[src/rtl/mfrsd_spi.sv]
// Byte-wide SPI master, mode 0, MSB first.
// One strobe starts a full 8-bit exchange on spi_sclk/mosi/miso.
module mfrsd_spi #(
  parameter int HALF_DIV = 2
) (
  input  logic       clk,
  input  logic       reset,
  input  logic [7:0] d_to_sd,
  input  logic       sd_tx,
  input  logic       sd_rx,
  output logic [7:0] d_from_sd,
  output logic       busy,
  output logic       done,
  output logic       overrun,
  output logic       spi_sclk,
  output logic       spi_mosi,
  input  logic       spi_miso
);

  typedef enum logic {IDLE, SHIFT} state_t;

  localparam logic [7:0] HLAST = 8'(HALF_DIV - 1);

  state_t     state;
  logic [7:0] hcnt;
  logic [2:0] bcnt;
  logic [7:0] sr;
  logic       miso_q;
  logic       strobe;

  assign strobe = sd_tx | sd_rx;

  always_ff @(posedge clk or posedge reset) begin
    if (reset) begin
      state     <= IDLE;
      hcnt      <= 8'd0;
      bcnt      <= 3'd0;
      sr        <= 8'hFF;
      miso_q    <= 1'b0;
      d_from_sd <= 8'hFF;
      busy      <= 1'b0;
      done      <= 1'b0;
      overrun   <= 1'b0;
      spi_sclk  <= 1'b0;
      spi_mosi  <= 1'b1;
    end else begin
      done    <= 1'b0;
      overrun <= 1'b0;
      unique case (state)
        IDLE: begin
          if (strobe) begin
            sr       <= sd_tx ? d_to_sd : 8'hFF;
            spi_mosi <= sd_tx ? d_to_sd[7] : 1'b1;
            busy     <= 1'b1;
            hcnt     <= 8'd0;
            bcnt     <= 3'd0;
            state    <= SHIFT;
          end
        end
        SHIFT: begin
          overrun <= strobe;
          if (hcnt == HLAST) begin
            hcnt     <= 8'd0;
            spi_sclk <= ~spi_sclk;
            // Sampled bit is held aside so tx bit 0 survives until sent.
            if (!spi_sclk) begin
              miso_q <= spi_miso;
            end else begin
              sr   <= {sr[6:0], miso_q};
              bcnt <= bcnt + 3'd1;
              if (bcnt == 3'd7) begin
                d_from_sd <= {sr[6:0], miso_q};
                done      <= 1'b1;
                busy      <= 1'b0;
                spi_mosi  <= 1'b1;
                state     <= IDLE;
              end else begin
                spi_mosi <= sr[6];
              end
            end
          end else begin
            hcnt <= hcnt + 8'd1;
          end
        end
      endcase
    end
  end

endmodule

[config.mk]
export PLATFORM = sky130hd
export DESIGN_NAME = mfrsd_spi
export DESIGN_NICKNAME = d
export VERILOG_FILES = /design/src/rtl/mfrsd_spi.sv
export SDC_FILE = /design/constraint.sdc
export NUM_CORES = 1
export LEC_CHECK = 0
export ABC_AREA = 1
export CAP_MARGIN = 25
export CELL_PAD_IN_SITES_DETAIL_PLACEMENT = 0
export CELL_PAD_IN_SITES_GLOBAL_PLACEMENT = 2
export CORE_MARGIN = 1.5
export CORE_UTILIZATION = 34
export CTS_CLUSTER_DIAMETER = 30
export CTS_CLUSTER_SIZE = 16
export DETAILED_ROUTE_END_ITERATION = 10
export PLACE_DENSITY_LB_ADDON = 0.1
export RECOVER_POWER = 50
export SLEW_MARGIN = 20
export SYNTH_ARGS = -nofsm -noshare
export SYNTH_HDL_FRONTEND = slang
export SYNTH_SLANG_ARGS = --single-unit
[constraint.sdc]
create_clock -name clk -period 2.1 [get_ports clk]
set_input_delay 0.42 -clock clk [delete_from_list [all_inputs] [get_ports clk]]
set_output_delay 0.42 -clock clk [all_outputs]
set_load 0.01 [all_outputs]
* Word level (Yosys, flattened, before mapping)
Cells that the tools add are included.
** Word-level totals
- Word-level logic and storage cells :: 60
- Input port bits :: 13
- Output and inout port bits :: 13
- Register bits :: 33
** Operators by class
- Eq/ne operators :: 6
- Reductions and logical operators :: 5
- $add $sub $neg :: 2
- Bitwise logic cells :: 3
- Muxes and demuxes :: 33
** Operators by type and width (number)
- two-way mux 7 bit :: 4
- two-way mux 1 bit :: 18
- two-way mux 8 bit :: 2
- case mux 8 bit (2 select lines) :: 1
- case mux 7 bit (2 select lines) :: 1
- two-way mux 3 bit :: 3
- adder 8 x 1 -> 8 bit (second input constant) :: 1
- equality test 8 x 1 -> 1 bit (second input constant) :: 1
- AND reduction 4 bit :: 2
- case mux 1 bit (2 select lines) :: 3
- case mux 3 bit (2 select lines) :: 1
- AND reduction 3 bit :: 2
- != test 2 x 1 -> 1 bit (second input constant) :: 2
- != test 2 bit (second input constant) :: 2
- adder 3 x 1 -> 3 bit (second input constant) :: 1
- equality test 3 bit (second input constant) :: 1
- NOT 1 bit :: 2
- AND reduction 2 bit :: 1
- bitwise OR 1 bit :: 1

* Depth between registers and ports, before layout
Gate-level depths: netlist (run 1).
- Depth in word-level cells :: 5
- Depth in mapped cells :: 8
- Gate-level depth less buffers :: 8

* Worst setup path after synthesis (run 1)
Ideal clock, no wire load.
- Kind :: register -> register
- From :: register hcnt[1]
- To :: register busy
- Period minus slack after synthesis :: 1385 ps
- Path slack :: 715 ps
- Cell stages (with the launch flop) :: 9
- Data arrival time :: 1267 ps
- Setup time :: 118 ps
- Path buffers :: 1
- Data required time :: 1982 ps
- Cell sequence :: dfrtp_1 inv_1 ha_1 nand3_4 nor2_8 nand3_4 buf_6 nand2_1 nand2_1
** Between the ends
- Word-level cells in the longest chain between the ends :: 3
** RTL lines
- start: declaration :: RTL line 25 : logic [7:0] hcnt;
- start signal: assignment :: RTL line 82 : hcnt <= hcnt + 8'd1;
- equality test 8 x 1 -> 1 bit :: RTL line 62 : if (hcnt == HLAST) begin
- != test 2 x 1 -> 1 bit (no source line)
- AND reduction 4 bit (no source line)
- end signal: assignment :: RTL line 41 : busy <= 1'b0;
- end signal: assignment :: RTL line 54 : busy <= 1'b1;
- end signal: assignment :: RTL line 74 : busy <= 1'b0;
- end: declaration :: RTL line 12 : output logic busy,
Every way passes these cells.
A chain may end at the register's enable or synchronous reset.

* Final worst setup path (run 1)
- From :: register spi_sclk
- To :: output spi_sclk
** RTL lines
- start: declaration :: RTL line 15 : output logic spi_sclk,
- start signal: assignment :: RTL line 64 : spi_sclk <= ~spi_sclk;
No word-level cell between the ends.

==> results of run 1 <==
-- layout make-up --
cell class / count / area (um^2)
multi-input cells: 132 / 722
inverters: 24 / 90.1
well taps: 67 / 83.8
repair buffers: 27 / 263
clock buffers: 8 / 80.1
flip-flops and latches: 33 / 846
fillers: 495 / 2700
-- registers in the layout, indices dropped and copies added (netlist names) --
register   cells
d_from_sd      8
hcnt           8
sr             7
bcnt           3
busy           1
done           1
miso_q         1
overrun        1
spi_mosi       1
spi_sclk       1
state          1
-- tightest hold or removal path: stages (launching register included) --
cell,delay (ps)
dfstp_2,370
nand2_1,60
nand2_1,50
-- cells by family (layout without fill, tap and decap cells) --
family	after synthesis	in the layout	synth area share, %
AOI/OAI and AO/OA	34	34	12.3
xor gates and xnor gates	2	2	1.02
adders and majority gates	4	4	2.92
buffers and inverters	31	59	8.46
DFF	33	33	49.3
and+or+nand+nor	92	92	26.0
-- metal layers --
metal,vias up,GRT usage [%],routed length (um)
met5,-,0,0
met3,5,4.34,175
li1,695,-,-
met2,41,20.4,1580
met4,0,4.94,46
met1,626,22.1,1860
-- final timing paths --
check | startpoint | endpoint | slack, ps | cells past startpoint
setup reg to reg | hcnt[1] | d_from_sd[7] | 480 | 8
setup / recovery | spi_sclk | spi_sclk | 290 | 1
min in group asynchronous | reset | overrun | 810 | 3
hold / removal | d_from_sd[7] | d_from_sd[7] | 470 | 2
max in group asynchronous | reset | bcnt[2] | 780 | 3
hold reg to reg | d_from_sd[7] | d_from_sd[7] | 470 | 2
-- metrics by stage --
| stage | util (%) | hold WS (ps) |
|---|---|---|
| final | 43.6 | 468 |
| after global routing | 43.6 | 491 |
| after CTS | 43.7 | 469 |
| after detailed placement | 42.0 | 457 |
| after global placement | 42.0 | 458 |
| after floorplan | - | 448 |
-- layout by cell type, fill, tap and decap left out, types with 4 or more instances in the layout --
master / count
nor2_1: 10
o21ai_2: 8
dfrtp_1: 17
ha_1: 4
clkbuf_8: 5
o22ai_1: 4
dfstp_2: 16
clkdlybuf4s50_1: 23
inv_1: 21
nand2_1: 46
o21ai_0: 18
nand3_1: 25
-- report_power, final --
group,internal [mW],total (mW),switching [mW],leakage [nW]
clock network,0.235,0.448,0.212,0.0395
logic,0.351,0.816,0.466,0.539
registers,0.885,1.03,0.148,0.372
total,1.47,2.30,0.826,0.950
==> impl_metrics.toml, run 1 <==
[drt]
via_per_inst = 4.70
wl_per_cell_um = 12.6
ant_nets = 0
drc = 0
routed_wl_um = 3660
drtIter0Drc = 62
num_vias = 1367
firstDrtPassIters = 4

[pwr]
ir_drop_uv = 416
power.total_mw = 2.30
leakage_nw = 0.950
power_density_mw_per_mm2 = 1100

[synthesis]
syn_inst = 196
ys_seq_elements = 33
synth_edf_count = 0
yosysMostFrequentCell = "nand2_1"
seq_area_frac_synth_pct = 49.3
synth_top_area_share_pct = 24.8
yosys_most_used_dff = "dfrtp_1"
synth.distinct_cells = 25
synth_common_cells = "45 x nand2_1, 25 x nand3_1, 21 x inv_1"
synth_area_leaders = "dfrtp_1 25%, dfstp_2 25%, nand2_1 9.8%, nand3_1 7.3%, o21ai_0 5.3%"
ys_warn_count = 0
synth_top_area_cell = "dfrtp_1"
ys_async_sr_fraction_pct = 100
netlist_area_mm2 = 0.00172
syn_nets = 213
post_synth.cell_area_avg_um2 = 8.75

[cells_and_area]
drive_gt1_share_pct = 18.8
finalNetCount = 240
diodes = 0
finalNonFillerCells = 291
final_area_mm2 = 0.00208
area_delta_synth_final_pct = 21.5

[clock_tree]
cts_root_buf = "clkbuf_8"
clk_latency_ps = 280
tritoncts.num_buffers = 5
postCtsResizedCells = 0
post_cts_buffers = 0
path_clk_slew_ps = 60
clkSinkCount = 33
cts_hold_repair.buffers = 0
htree_levels = 2
ctsLongestPathBuffers = 2
cts_tree = "done"

[setup_path]
critPathBufInv = 1
crit_arrival_ps = 1390
worst-setup-path-type = "reg -> out"
slowest_stage = "clkdlybuf4s50_1"
cp_top_family = "buffers and inverters"
start_kind = "register"
worstSetupEndpointType = "primary output"
cp_max_fo = 9
max_stage_delay_ps = 600
required_ps = 1680
timing.critical_path.cells = "clkdlybuf4s50_1"

[place]
io_buffers = 25
post-place-ws_ps = 394
dp.cells = 283
dp.final_hpwl_um = 2540
place_area_mm2 = 0.00201
gp_congestion = 0.836

[sta]
slew_headroom_pct = 46.9
report.final.hold_viol_count = 0
setup_violations = 0
fin_skew_ps = 2.31
fmax_mhz = 553
worstMarginPinSlew_ps = 796
setup_tns_ps = 0
slew_viol_final = 0
fin_crit_ps = 1810
min_period_over_period_pct = 86.1
setup_ws_ps = 292
grt_setup_unrepaired = "no"

[floorplanning]
die_area_mm2 = 0.00548
rows = 25
start_util_pct = 35.8
num_io_pins = 26
fp.dieW_um = 74.0
dieHeight_um = 74.0
core-area_mm2 = 0.00479

[grt]
grt_usage_pct = 14.8
grt_pass1_wl_um = 6010
grt_max_degree = 34
antenna_found_initial = 0
overflow = 0
grt_pass1_vias = 1210

[hold_path]
min-delay-path-class = "reg -> reg"

[status]
status = "finished, final reports clean"

[flow_run]
maxCapViolCount = 0
Note: power is estimated with default switching activity, not from simulation.
==> run 2, diff against run 1 <==
--- a/config.mk
+++ b/config.mk
@@ -9,7 +9,6 @@
 export CAP_MARGIN = 25
 export CELL_PAD_IN_SITES_DETAIL_PLACEMENT = 0
 export CELL_PAD_IN_SITES_GLOBAL_PLACEMENT = 2
-export CORE_MARGIN = 1.5
 export CORE_UTILIZATION = 34
 export CTS_CLUSTER_DIAMETER = 30
 export CTS_CLUSTER_SIZE = 16
==> impl_metrics.toml, run 2 (synthesis results as in run 1) <==
[pwr]
power.switching_mw = 0.831
power_density_mw_per_mm2 = 1100
combPwrFrac_pct = 35.5
ir_drop_uv = 473
internal-power_mw = 1.47
pwr-share-seq_pct = 44.8
clockPowerShare_pct = 19.7
swShare_pct = 36.1
leakage_nw = 0.950

[floorplanning]
dieHeight_um = 73.0
core-area_mm2 = 0.00479
num_io_pins = 26
fp.dieW_um = 73.0
die_area_mm2 = 0.00533
rows = 25
start_util_pct = 35.8

[cells_and_area]
final_cell_mix = "46 x nand2_1, 25 x nand3_1, 23 x clkdlybuf4s50_1"
reg_top3 = "d_from_sd x8, hcnt x8, sr x7"
area_delta_synth_final_pct = 21.5
diodes = 0
final_common_cell = "nand2_1"
finalNetCount = 240
drive_gt1_share_pct = 18.8

[grt]
grt_pass1_wl_um = 6180
grt_pass1_vias = 1232
grt_max_degree = 34
overflow = 0
antenna_found_initial = 0
grt_usage_pct = 15.6

[sta]
report.final.hold_viol_count = 0
fin_skew_ps = 1.51
slew_viol_final = 0
fmax_mhz = 553
min_period_over_period_pct = 86.1
setup_violations = 0
worstMarginPinSlew_ps = 820
setup_tns_ps = 0
grt_setup_unrepaired = "no"
holdWs_ps = 465
slew_headroom_pct = 45.3
fin_crit_ps = 1810
setup_ws_ps = 291

[setup_path]
crit_arrival_ps = 1390
max_stage_delay_ps = 600
critPathBufInv = 1
cp_max_fo = 9
timing.critical_path.cells = "clkdlybuf4s50_1"
worstSetupEndpointType = "primary output"
worst-setup-path-type = "reg -> out"
r2r_cells = 8
reg2reg_setup_slack_ps = 460
cp_top_family = "buffers and inverters"
worstReg2RegEnd = "d_from_sd[7]"
start_kind = "register"
required_ps = 1680
slowest_stage = "clkdlybuf4s50_1"
r2r_start = "hcnt[1]"

[hold_path]
hold_start = "d_from_sd[7]"
holdPathEnd = "d_from_sd[7]"
holdPathStages = 2
min-delay-path-class = "reg -> reg"

[flow_run]
maxCapViolCount = 0

[clock_tree]
ctsLongestPathBuffers = 2
cts_root_buf = "clkbuf_8"
clkSinkCount = 33
path_clk_slew_ps = 60
postCtsResizedCells = 0
cts_tree = "done"
htree_levels = 2
tritoncts.num_buffers = 5
cts_hold_repair.buffers = 0
post_cts_buffers = 0
clk_latency_ps = 280

[drt]
drc = 0
routed_wl_um = 3650
num_vias = 1377
ant_nets = 0
via_per_inst = 4.73
wl_per_cell_um = 12.5
firstDrtPassIters = 4
drtIter0Drc = 116

[place]
io_buffers = 25
gp_congestion = 0.737
dp.final_hpwl_um = 2520
post-place-ws_ps = 380

[status]
status = "finished, final reports clean"
==> run 2: power by group through the flow <==
stage | combinational, mW | sequential (mW) | clock [mW]
2_1_floorplan | 0.619 | 1.01 | 0
3_3_place_gp | 0.818 | 1.04 | 0
3_5_place_dp | 0.825 | 1.04 | 0
4_1_cts | 0.833 | 1.03 | 0.479
5_1_grt | 0.949 | 1.06 | 0.501
6_report | 0.816 | 1.03 | 0.453
==> run 2: cell type report <==
type | count | area (um^2)
fillers | 507 | 2700
clock buffers | 8 | 80.1
flip-flops and latches | 33 | 846
repair buffers | 27 | 263
multi-input cells | 132 | 722
well taps | 67 | 83.8
inverters | 24 | 90.1
==> run 2: how the worst max path moves through the flow <==
stage | end | depth (start not counted) | slack [ps] | startpoint
5_1_grt | spi_sclk | 1 | 230 | spi_sclk
3_3_place_gp | hcnt[0] | 6 | 400 | sd_tx
2_1_floorplan | busy | 8 | 720 | hcnt[1]
6_report | spi_sclk | 1 | 290 | spi_sclk
4_1_cts | spi_sclk | 1 | 260 | spi_sclk
3_5_place_dp | hcnt[0] | 6 | 380 | sd_tx
==> run 2: routing by layer <==
metal,routed length (um),up-vias,track usage (%)
met5,0,-,0
met4,65,0,5.88
met3,192,7,4.14
met2,1620,36,22.3
met1,1770,640,22.5
li1,-,694,-
==> run 2: stage by stage <==
stage	util, %	std cells	instance area (um^2)	total power [mW]
final	43.6	291	2080	2.30
after global routing	43.6	291	2080	2.51
after CTS	43.7	291	2090	2.34
after detailed placement	42.0	283	2010	1.87
after global placement	42.0	283	2010	1.85
after floorplan	-	196	1720	1.63
==> run 2: tightest hold or removal path: stages (launching register included) <==
cell,delay (ps)
dfstp_2,370
nand2_1,50
nand2_1,50
